==> src/rtl/ring_counter_pkg.sv <==
// Shared constants for the one-hot ring counter: default geometry, seed and
// rotation-direction encodings.
package ring_counter_pkg;

    localparam int unsigned     RING_WIDTH_DEFAULT = 4;
    localparam logic [31:0]     RING_SEED_LSB      = 32'd1;
    localparam logic [3:0]      RING_SEED_DEFAULT  = 4'b0001;

    localparam bit              RING_DIR_UP        = 1'b0;
    localparam bit              RING_DIR_DOWN      = 1'b1;

endpackage

==> src/rtl/onehot_check.sv <==
// Combinational detector: is_onehot is high when exactly one bit of vec is set.
module onehot_check #(
    parameter int unsigned WIDTH = 4
) (
    input  logic [WIDTH-1:0] vec,
    output logic             is_onehot
);

    logic seen;
    logic multi;

    // Track "at least one" and "more than one" instead of a full popcount.
    always_comb begin
        seen  = 1'b0;
        multi = 1'b0;
        for (int unsigned i = 0; i < WIDTH; i++) begin
            if (vec[i]) begin
                if (seen) multi = 1'b1;
                seen = 1'b1;
            end
        end
        is_onehot = seen & ~multi;
    end

endmodule

==> src/rtl/ring_counter.sv <==
// Parameterised one-hot ring counter with asynchronous clear and optional
// recovery of illegal (non-one-hot) states back to the seed pattern.
module ring_counter
    import ring_counter_pkg::*;
#(
    parameter int unsigned      WIDTH        = RING_WIDTH_DEFAULT,
    parameter logic [WIDTH-1:0] SEED         = WIDTH'(RING_SEED_LSB),
    parameter bit               DIR          = RING_DIR_UP,
    parameter bit               SELF_CORRECT = 1'b1
) (
    input  logic             clk,
    input  logic             clr,
    output logic [WIDTH-1:0] Q
);

    // Initial value gives a defined power-on state even without a clear.
    logic [WIDTH-1:0] state = SEED;
    logic [WIDTH-1:0] rotated;
    logic [WIDTH-1:0] next_state;
    logic             is_onehot;

    onehot_check #(
        .WIDTH(WIDTH)
    ) u_onehot_check (
        .vec      (state),
        .is_onehot(is_onehot)
    );

    always_comb begin
        if (DIR == RING_DIR_UP) begin
            rotated = {state[WIDTH-2:0], state[WIDTH-1]};
        end else begin
            rotated = {state[0], state[WIDTH-1:1]};
        end
        next_state = (SELF_CORRECT && !is_onehot) ? SEED : rotated;
    end

    always_ff @(posedge clk or posedge clr) begin
        if (clr) begin
            state <= SEED;
        end else begin
            state <= next_state;
        end
    end

    assign Q = state;

endmodule

==> config.mk <==
export PLATFORM = sky130hd
export DESIGN_NAME = ring_counter
export DESIGN_NICKNAME = d
export VERILOG_FILES = /design/src/rtl/ring_counter_pkg.sv /design/src/rtl/onehot_check.sv /design/src/rtl/ring_counter.sv
export SDC_FILE = /design/constraint.sdc
export NUM_CORES = 1
export LEC_CHECK = 0
export BUFFER_PORTS_ARGS = -buffer_cell sky130_fd_sc_hd__buf_2
export CAP_MARGIN = 40
export CORE_AREA = 2 2 39 41
export DETAILED_ROUTE_END_ITERATION = 12
export DIE_AREA = 0 0 41 43
export PLACE_DENSITY = 0.4
export SLEW_MARGIN = 30
export SYNTH_ARGS = -nofsm -noshare
export SYNTH_HDL_FRONTEND = slang
export SYNTH_HIERARCHICAL = 1
export SYNTH_SLANG_ARGS = --single-unit
==> constraint.sdc <==
create_clock -name clk -period 1.7 [get_ports clk]
set_clock_uncertainty 0.05 [all_clocks]
set_input_delay 0.255 -clock clk [delete_from_list [all_inputs] [get_ports clk]]
set_output_delay 0.255 -clock clk [all_outputs]
set_load 0.005 [all_outputs]
==> results of run 1 <==
-- power breakdown --
| group | internal, uW | switching [uW] | total, uW |
|---|---|---|---|
| Sequential | 95.8 | 0 | 95.8 |
| Combinational | 2.46 | 2.15 | 4.61 |
| Clock | 88.0 | 37.6 | 126 |
-- critical path: stages, from the launching register on --
cell and delay [ps]:
dfstp_2 540, or4b_1 440, o311ai_1 150, and2_1 200
-- metrics by stage --
step	hold slack, ps	cell area [um^2]	setup WS, ps	power, uW	util [%]
3_3_place_gp	85.5	213	280	99.9	15.4
6_report	391	249	264	226	18.0
2_1_floorplan	-29.6	168	331	98.5	-
3_5_place_dp	91.2	213	275	100	15.4
4_1_cts	384	249	264	234	18.0
5_1_grt	405	249	202	243	18.0
-- synth_stat cells --
cell type  count
or4b_1         2
inv_1          1
dfrtp_1        3
o311ai_1       1
xnor2_1        1
nand2b_1       1
dfstp_2        1
and2_1         3
-- cell type report --
cell class              instances  share of cell area, %
clock buffers                   4                   10.6
inverters                       1                   1.51
multi-input cells               8                   25.1
flip-flops and latches          4                   40.7
well taps                      16                   8.04
repair buffers                  6                   14.1
-- logic make-up (layout without fill, tap and decap cells) --
logic type                count (synthesis)  after routing
and+or+nand+nor                           6              6
buffers and inverters                     1             11
AOI/OAI and AO/OA                         1              1
DFF                                       4              4
xor gates and xnor gates                  1              1
-- routing by layer --
layer	global-route usage, %	share of wire (%)	vias up	routed length [um]
li1	-	-	69	-
met1	6.86	56	55	168
met2	4.06	30	6	90
met3	4.71	13	0	39
met4	6.00	0	0	0
met5	0	0	-	0
-- path summary, 6_finish.rpt --
kind / depth (start not counted) / slack [ps] / to
worst max-delay path: 3 / 260 / Q[3]
worst min-delay path: 3 / 390 / Q[3]
worst max register to register: 3 / 260 / Q[3]
worst min register to register: 1 / 500 / Q[0]
max in group asynchronous: 3 / 980 / Q[0]
min in group clk: 1 / 500 / Q[0]
==> impl_metrics.yaml, run 1 <==
yosys:
  synth_top_family_by_area: "simple AND/OR/NAND/NOR gates"
  synthSimpleGateAreaFrac_pct: 26.9
  post_synth_num_cell_types: 8
  synth-seq-cells: 4
  synthAdderAreaFrac_pct: 0
  yosysSeqAreaShare_pct: 60.4
  synth_xor_xnor_area_share_pct: 5.22
  synth_fp_nets: 15
  yosys-top-cells-area: "dfrtp_1 (45%), dfstp_2 (16%), or4b_1 (12%), and2_1 (11%), o311ai_1 (5.2%)"
  synth_compound_area_share_pct: 5.22
  yosysTopAreaCellShare_pct: 44.8
  synth.mux.area_fraction_pct: 0
  syn_area_um2: 168
  ys_warn_count: 6
  postSynthCellCount: 13
  synth_area_per_cell_um2: 12.9
  synth_top_area_cell: "dfrtp_1"
sta:
  setup_viol: 0
  fin_crit_ps: 1440
  fin_crit_sh_pct: 84.5
  max_slew_margin_pct: 71.9
  rsz0062_at_grt: "no"
  fmax_mhz: 696
  tns_ps: 0
  worst_pin_slew_ps: 415
  slew_viol_final: 0
  hold_violations: 0
global_route:
  grt_max_degree: 6
  overflow: 0
  grt_pass1_wl_um: 531
  antenna_found_initial: 0
  grt_pass1_vias: 128
  grt_use_total_pct: 5.25
die:
  fp.dieW_um: 41
  ios: 6
  dieArea_um2: 1760
  rows: 14
  start_util_pct: 12.1
  coreArea_um2: 1380
  die_h_um: 43
job:
  maxCapViolations: 0
routing:
  vias: 130
  wl_per_cell_um: 7.64
  antenna_left: 0
  drc_errors: 0
  vias_per_cell: 3.33
  first_pass_iters: 3
  first_iter_violations: 2
  drt_wl_total_um: 298
cells_and_area:
  nFillCells: 152
  layout_common_cells: "buf_2 (5), dfrtp_1 (3), and2_1 (3), clkbuf_4 (3), or4b_1 (2)"
  final_common_cell: "buf_2"
  seq_area_um2: 101
  final_nets: 26
  largest_register_ffs: 4
  multi_input_area_um2: 62.6
  fin_cells: 39
  syn_to_final_growth_pct: 48.5
  antenna_cells: 0
  drive_gt1_share_pct: 39.1
hold_path:
  hold_path.class: "in -> async"
placement:
  place.port_buffers: 5
  place_inst: 34
  gp_congestion: 0.527
clock_tree:
  insertion_delay_ps: 230
  clock_path_buffers: 2
  cts_hold_buf: 1
  clk_pin_slew_ps: 40
  cts-root-buf: "clkbuf_4"
  clock-sinks: 4
  cts_resized: 0
  cts_made_buffers: 3
  cts_tree: "yes"
  htreeDepth: 1
  cts_setup_buffers: 0
setup_path:
  crit_fanout: 5
  required_ps: 1820
  worstSetupStartpoint: "Q[0]"
  crit_arrival_ps: 1550
  r2r_start: "Q[0]"
  crit_path_end_kind: "register"
  worstSetupPathType: "reg -> reg"
  startpoint_type: "register"
power_and_ir_drop:
  vdd_ir_drop_max_mv: 0.339
  leakagePower_uw: 0.000125
  powerDensity_nw_per_um2: 908
run_status:
  status: "completed"
Note: power is estimated with default switching activity, not from simulation.
==> run 2, diff against run 1 <==
--- a/config.mk
+++ b/config.mk
@@ -10,7 +10,7 @@
 export CORE_AREA = 2 2 39 41
 export DETAILED_ROUTE_END_ITERATION = 12
 export DIE_AREA = 0 0 41 43
-export PLACE_DENSITY = 0.4
+export PLACE_DENSITY = 0.41
 export SLEW_MARGIN = 30
 export SYNTH_ARGS = -nofsm -noshare
 export SYNTH_HDL_FRONTEND = slang
==> constraint.sdc (replaced) <==
create_clock -name clk -period 1.3 [get_ports clk]
set_clock_uncertainty 0.05 [all_clocks]
set_input_delay 0.195 -clock clk [delete_from_list [all_inputs] [get_ports clk]]
set_output_delay 0.195 -clock clk [all_outputs]
set_load 0.005 [all_outputs]
==> run 2 against run 1 <==
  * Register-to-register slack got worse by 350 ps
  * Hold slack got worse by 63 ps
  * Die area unchanged
  * Critical path depth unchanged
  * Routed wire length increased by 32%
  * Clock power increased by 31%
  * Cell count increased by 7.7%
  * Worst setup slack got worse by 350 ps
  * Cell area increased by 18%
  * Sequential cell count unchanged
  * The run now ends with setup timing left
  * Non-clock buffer count increased by 3
==> impl_metrics.yaml, run 2 (synthesis gave the netlist of run 1 again) <==
power_and_ir_drop:
  power.total_uw: 296
  switching_power_uw: 52.7
  powerDensity_nw_per_um2: 1010
  p_sw_share_pct: 17.8
  pwr-share-comb_pct: 2.0
  leakagePower_uw: 0.000141
  vdd_ir_drop_max_mv: 0.318
  internal_power_uw: 244
  pwr-share-seq_pct: 42.3
  pwr-share-clk_pct: 55.7
clock_tree:
  htreeDepth: 1
  cts-root-buf: "clkbuf_4"
  clock_path_buffers: 2
  clock-sinks: 4
  insertion_delay_ps: 230
  cts_tree: "yes"
  clk_pin_slew_ps: 40
  cts_made_buffers: 3
sta:
  worst_pin_slew_ps: 271
  hold_violations: 0
  rsz0062_at_grt: "yes"
  layout_setup_ws_ps: -88.0
  max_slew_margin_pct: 81.8
  slew_viol_final: 0
  fin_crit_ps: 1390
  fin_crit_sh_pct: 107
  hold_ws_ps: 328
  setup_viol: 4
  fmax_mhz: 720
  tns_ps: -288
die:
  coreArea_um2: 1380
  rows: 14
  fp.dieW_um: 41
  dieArea_um2: 1760
  die_h_um: 43
  ios: 6
  start_util_pct: 12.1
routing:
  vias_per_cell: 3.64
  antenna_left: 0
  first_pass_iters: 2
  wl_per_cell_um: 9.36
  vias: 153
  drc_errors: 0
  drt_wl_total_um: 393
  first_iter_violations: 2
cells_and_area:
  final_nets: 29
  drive_gt1_share_pct: 53.8
  largest_register_ffs: 4
  final_common_cell: "buf_2"
  final_util_pct: 21.2
  nFillCells: 155
  antenna_cells: 0
  layout_common_cells: "buf_2 (5), dfrtp_1 (3), and2_1 (3), clkbuf_4 (3), buf_4 (3)"
  syn_to_final_growth_pct: 74.6
global_route:
  grt_pass1_vias: 164
  overflow: 0
  grt_pass1_wl_um: 724
  grt_use_total_pct: 6.55
  grt_max_degree: 6
  antenna_found_initial: 0
setup_path:
  worstSetupStartpoint: "Q[0]"
  startpoint_type: "register"
  r2r_start: "Q[0]"
  worstSetupPathType: "reg -> reg"
  crit_path_end_kind: "register"
  required_ps: 1410
  crit_fanout: 4
  crit_arrival_ps: 1500
placement:
  gp_congestion: 0.543
  hpwl_um: 265
  post-place-ws_ps: -82.9
  place.port_buffers: 5
run_status:
  status: "finished, violations left"
  violations: "setup timing"
hold_path:
  hold_path.class: "in -> async"
job:
  maxCapViolations: 0
[run 2: changes by cell type in the layout (fill, tap and decap cells not counted), sizes merged]
cell and delta:
buf +3
[run 2: final timing paths]
path / end / slack, ps / cells past startpoint
setup / recovery: Q[1] / -90 / 3
hold / removal: Q[2] / 330 / 3
setup reg to reg: Q[1] / -90 / 3
hold reg to reg: Q[2] / 480 / 1
max in group asynchronous: Q[0] / 640 / 3
min in group clk: Q[2] / 480 / 1
[run 2: timing repair]
action,CTS,global route
hold buffers,1,0
buffers inserted,0,0
endpoints found under the setup margin,4,4
endpoints found under the hold margin,4,0
pin swaps,3,1
gates resized for setup,2,0
[run 2: worst max-delay path, stage by stage (launching register included)]
cell      delay, ps
dfstp_2         540
or4b_4          480
o311ai_4         90
and2_1          170
[run 2: final cells by class]
class	instances	area, um^2	share of cell area, %
inverters	1	3.75	1.28
flip-flops and latches	4	101	34.6
well taps	16	20.0	6.84
repair buffers	9	57.6	19.7
clock buffers	4	26.3	8.97
multi-input cells	8	83.8	28.6
[run 2: per-layer routing]
| metal | part of all wire (%) | vias to the layer above | wire length, um | global-route usage, % |
|---|---|---|---|---|
| met3 | 9.7 | 0 | 38 | 5.24 |
| met2 | 44 | 6 | 173 | 8.44 |
| met5 | 0 | - | 0 | 0 |
| met4 | 0 | 0 | 0 | 4.00 |
| met1 | 46 | 74 | 182 | 7.17 |
| li1 | - | 73 | - | - |
[run 2: power by group through the flow]
stage          sequential (uW)  clock, uW  combinational, uW
2_1_floorplan              127          0               2.05
3_3_place_gp               127          0               3.66
3_5_place_dp               127          0               4.00
4_1_cts                    125        175               6.20
5_1_grt                    125        187               7.34
6_report                   125        165               6.05
[run 2: through the flow]
step           area [um^2]  std cells
6_report               293         42
4_1_cts                293         42
3_5_place_dp           243         37
5_1_grt                293         42
3_3_place_gp           243         37
2_1_floorplan          175         13
